<file path="src/rtl/aq_spsram_256x59_ctrl.sv">
// aq_spsram_256x59_ctrl: initiator-side controller for the 256x59 IFU single-port SRAM macro.
// Define AQ_SPSRAM_CTRL_INIT_EN to include the post-reset / on-request invalidation sweep.
module aq_spsram_256x59_ctrl #(
    parameter int ADDR_WIDTH = 8,
    parameter int DATA_WIDTH = 59,
    parameter logic [DATA_WIDTH-1:0] INIT_VALUE = '0
) (
    input  logic                  forever_cpuclk,
    input  logic                  cpurst_b,
    input  logic                  req_vld,
    output logic                  req_rdy,
    input  logic                  req_wr,
    input  logic [ADDR_WIDTH-1:0] req_addr,
    input  logic [DATA_WIDTH-1:0] req_wdata,
    input  logic [DATA_WIDTH-1:0] req_wmask,
    output logic                  rsp_vld,
    output logic [DATA_WIDTH-1:0] rsp_rdata,
    input  logic                  init_start,
    output logic                  init_done,
    output logic [ADDR_WIDTH-1:0] sram_a,
    output logic                  sram_cen,
    output logic                  sram_gwen,
    output logic [DATA_WIDTH-1:0] sram_wen,
    output logic [DATA_WIDTH-1:0] sram_d,
    input  logic [DATA_WIDTH-1:0] sram_q
);
    logic                  sweep;
    logic                  acc;
    logic                  wr;
    logic                  rd_q;
    logic [ADDR_WIDTH-1:0] cnt;
`ifdef AQ_SPSRAM_CTRL_INIT_EN
    typedef enum logic {INIT, READY} state_t;
    state_t state;
    assign sweep   = state == INIT;
    assign req_rdy = ~sweep & ~init_start;
    // cnt wraps 255 -> 0 on the same edge that leaves INIT
    always_ff @(posedge forever_cpuclk or negedge cpurst_b) begin
        if (!cpurst_b) begin
            state     <= INIT;
            cnt       <= '0;
            init_done <= 1'b0;
        end else if (sweep) begin
            cnt <= cnt + ADDR_WIDTH'(1);
            if (&cnt) begin
                state     <= READY;
                init_done <= 1'b1;
            end
        end else if (init_start) begin
            state     <= INIT;
            cnt       <= '0;
            init_done <= 1'b0;
        end
    end
`else
    logic unused_init;
    assign unused_init = init_start;
    assign sweep       = 1'b0;
    assign cnt         = '0;
    assign req_rdy     = 1'b1;
    assign init_done   = 1'b1;
`endif
    assign acc       = req_vld & req_rdy;
    assign wr        = acc & req_wr;
    assign rsp_rdata = sram_q;
    // read flag is shifted twice so rsp_vld lines up with Q from the SRAM
    always_ff @(posedge forever_cpuclk or negedge cpurst_b) begin
        if (!cpurst_b) begin
            sram_a    <= '0;
            sram_cen  <= 1'b1;
            sram_gwen <= 1'b1;
            sram_wen  <= '1;
            sram_d    <= '0;
            rd_q      <= 1'b0;
            rsp_vld   <= 1'b0;
        end else begin
            rd_q      <= acc & ~req_wr;
            rsp_vld   <= rd_q;
            sram_cen  <= ~(sweep | acc);
            sram_gwen <= ~(sweep | wr);
            sram_wen  <= sweep ? '0 : wr ? ~req_wmask : '1;
            if (sweep | acc) sram_a <= sweep ? cnt : req_addr;
            if (sweep | wr) sram_d <= sweep ? INIT_VALUE : req_wdata;
        end
    end
endmodule

</file>
<file path="config.mk">
export PLATFORM = sky130hd
export DESIGN_NAME = aq_spsram_256x59_ctrl
export DESIGN_NICKNAME = d
export VERILOG_FILES = /design/src/rtl/aq_spsram_256x59_ctrl.sv
export SDC_FILE = /design/constraint.sdc
export NUM_CORES = 1
export LEC_CHECK = 0
export BUFFER_PORTS_ARGS = -buffer_cell sky130_fd_sc_hd__buf_2
export CAP_MARGIN = 20
export CORE_AREA = 2 2 148 150
export DETAILED_ROUTE_END_ITERATION = 16
export DIE_AREA = 0 0 150 152
export GPL_ROUTABILITY_DRIVEN = 0
export PLACE_DENSITY = 0.57
export SYNTH_ARGS = -nofsm -noshare
export SYNTH_HDL_FRONTEND = slang
export SYNTH_SLANG_ARGS = --single-unit
</file>
<file path="constraint.sdc">
create_clock -name forever_cpuclk -period 1.5 [get_ports forever_cpuclk]
set_input_delay 0 -clock forever_cpuclk [delete_from_list [all_inputs] [get_ports forever_cpuclk]]
set_output_delay 0 -clock forever_cpuclk [all_outputs]
set_load 0.03 [all_outputs]
</file>
# == Word-level counts from Yosys, hierarchy flattened ==
# Index checks and enable logic that the tools add are counted.
# Widths: inputs -> output; s select.
# word_totals
in_bits,190
ff_bits,130
out_inout_bits,190
word_cells,14
# op_classes
n_mux,1
bitwise_logic,6
# op_table
op,count
$mux 59,1
$not 59->59,1
$not 1->1,3
$and 1x1->1,2

# == Depth between registers and ports, before layout ==
# depth
depth_word,2
depth_mapped,6

# == Least setup slack after synthesis ==
# OpenSTA, ideal clock, no wires.
# synth_path
path_kind,in2reg
start,input port req_vld
end,register sram_d[14]
setup_time_ns,0.125
arrival_ns,0.845
setup_slack_ns,0.530
t_required_ns,1.375
cell_stages,5
cell_sequence,buf_6 -> and2_4 -> buf_8 -> buf_12 -> mux2_4
# synth_between
elab_chain_cells,1
# synth_lines
element,line_no,source
from (decl),10,"input logic req_vld,"
$and 1x1->1,64,assign wr = acc & req_wr;
to (signal assigned),83,if (sweep | wr) sram_d <= sweep ? INIT_VALUE : req_wdata;
to (decl),24,"output logic [DATA_WIDTH-1:0] sram_d,"
# Every way passes these cells.
# A chain may end at the register's enable or synchronous reset.

# == Final worst setup path ==
# layout_path
start,input port req_vld
end,register sram_d[57]
# Same word-level chain as after synthesis.

==> results_dict.tcl <==
set metrics [dict create \
    status "finished clean" \
    grt_setup_unrepaired "no" \
    setup_viol 0 \
    die_area_um2 22800 \
    grt_max_degree 57 \
    viasPerCell 3.82 \
    antenna_found_initial 0 \
    cap_violations 0 \
    period_needed_ns 1.21 \
    ys_ff_latch 130 \
    r2r_start "sram_d[52]$_DFFE_PN0P_" \
    synthTopCellsByArea "dfrtp_1 (34%), dfstp_2 (31%), mux2_4 (13%)" \
    clockRootBuffer "clkbuf_16" \
    critPathKind "in2reg" \
    slew_viol_final 0 \
    final.period_utilization_pct 80.8 \
    grt_pass1_wl_um 22400 \
    clk_latency_ns 0.40 \
    dieWidth_um 150 \
    cts_sinks 130 \
    ys_types 14 \
    layout_common_cells "buf_2 (257), dlygate4sd3_1 (129), dfrtp_1 (69)" \
    dpl.hpwl_um 10700 \
    gr-total-overflow 0 \
    startpoint_type "input pin" \
    layout.nets 867 \
    dpl_worst_slack_ns 0.404 \
    yosys_warnings 0 \
    cts_buffer_depth 2 \
    fp-row-count 54 \
    whs_ns 0.0000116 \
    hold_path_class "in2out" \
    max_freq_ghz 0.825 \
    ant_nets 0 \
    ir_drop_uv 672 \
    ys_seq_area_share_pct 65.0 \
    drcViolationCount 0 \
    numCtsBuffers 17 \
    post_cts_buffers 0 \
    crit_path_end_kind "register" \
    final_common_cell "buf_2" \
    powerDensity_nw_per_um2 1280 \
    start_util_pct 24.0 \
    h-tree-depth 4 \
    synth_area_leader_cell "dfrtp_1" \
    num_vias 3709 \
    diodes 0 \
    postRouteWirelength_um 15100 \
    area_growth_pct 59.6 \
    cts_tree "yes" \
    synth_area_um2 5120 \
    synth_area_per_cell_um2 15.2 \
    cts-hold-fix-buffers 129 \
    fill_cells 2090 \
    final_layout_size_suffix_gt1_share_pct 62.0 \
    io_pins 380 \
    core-area_um2 21400 \
    worst-endpoint-required_ns 1.79 \
    grt_pass1_vias 3910 \
    setup_tns_ns 0 \
    crit_start "req_vld" \
    hold_viol 0 \
    crit_arrival_ns 1.50 \
    cts_resized 0 \
    grt_usage_pct 13.0 \
    path_clk_slew_ns 0.06 \
    leakage_nw 3.80 \
    port_buffers 258 \
    dieHeight_um 152 \
    dr.pass1.iters 4 \
    fin_ws_ns 0.288 \
    path_max_fanout 56 \
    wl_per_cell_um 15.6 \
    syn_inst 336 \
    skew_ns 0.00454 \
    first_iter_violations 102 \
    min-delay-start "sram_q[1]" \
    synth_top_area_share_pct 33.7 \
]
-- per-stage QoR --
stage	cell area (um^2)	cells	util, %	power (mW)
2_1_floorplan	5120	337	-	5.54
3_3_place_gp	6260	809	29.3	5.88
3_5_place_dp	6260	809	29.3	5.91
4_1_cts	8170	970	38.3	10.6
5_1_grt	8170	970	38.3	10.9
6_report	8170	970	38.3	10.4
-- layer usage --
metal | part of all wire, % | routed length (um) | up-vias | track usage, %
met4 | 4.3 | 657 | 0 | 7.28
met3 | 8.4 | 1270 | 50 | 4.86
met5 | 0 | 0 | - | 0
li1 | - | - | 1698 | -
met1 | 36 | 5500 | 1767 | 13.3
met2 | 51 | 7680 | 194 | 22.7
-- worst paths after layout --
| kind | slack [ns] | depth (start not counted) | to |
|---|---|---|---|
| max | 0.29 | 5 | sram_d[57]$_DFFE_PN0P_ |
| min | 0.00001 | 0 | rsp_rdata[1] |
| max reg2reg | 0.70 | 1 | sram_d[52]$_DFFE_PN0P_ |
| min reg2reg | 0.35 | 0 | rsp_vld$_DFF_PN0_ |
| max in group asynchronous | 0.83 | 3 | sram_wen[2]$_DFF_PN1_ |
| min in group asynchronous | 0.04 | 2 | sram_d[52]$_DFFE_PN0P_ |
-- cell usage after synthesis --
library cell and count:
and2_4 1, buf_12 4, buf_2 1, buf_4 67, buf_6 2, buf_8 1
conb_1 1, dfrtp_1 69, dfstp_2 61, inv_1 2, mux2_2 23, mux2_4 44
nand2_1 59, nor2_1 1
-- flip-flops by register name (all words and copies together) (netlist names) --
name       cells
rd_q           1
rsp_vld        1
sram_a         8
sram_cen       1
sram_d        59
sram_gwen      1
sram_wen      59
-- area by class of cell --
cell class | count | area (um^2) | area share [%]
multi-input cells | 130 | 1160 | 14.2
flip-flops and latches | 130 | 3330 | 40.8
inverters | 2 | 7.51 | 0.0919
repair buffers | 396 | 2710 | 33.1
clock buffers | 18 | 439 | 5.38
well taps | 280 | 350 | 4.29
clock inverters | 14 | 176 | 2.16
-- power breakdown --
group | leakage, nW | total (mW) | switching [mW] | internal [mW]
logic | 2.05 | 2.07 | 1.15 | 0.914
registers | 1.45 | 4.04 | 0.157 | 3.88
clock network | 0.298 | 4.32 | 1.64 | 2.68
total | 3.80 | 10.4 | 2.95 | 7.48
-- critical path, stage by stage --
cell           delay [ns]
dlygate4sd3_1        0.53
buf_2                0.12
and2_4               0.20
buf_12               0.28
mux2_4               0.33
-- logic make-up after synthesis --
logic type / count (synthesis) / synth area share [%]
flip-flops: 130 / 65.0
AND/OR/NAND/NOR: 61 / 4.57
buffers and inverters: 77 / 12.4
other: 1 / 0.0732
multiplexers: 67 / 18.0
No activity file was read; power rests on OpenSTA's default activity.
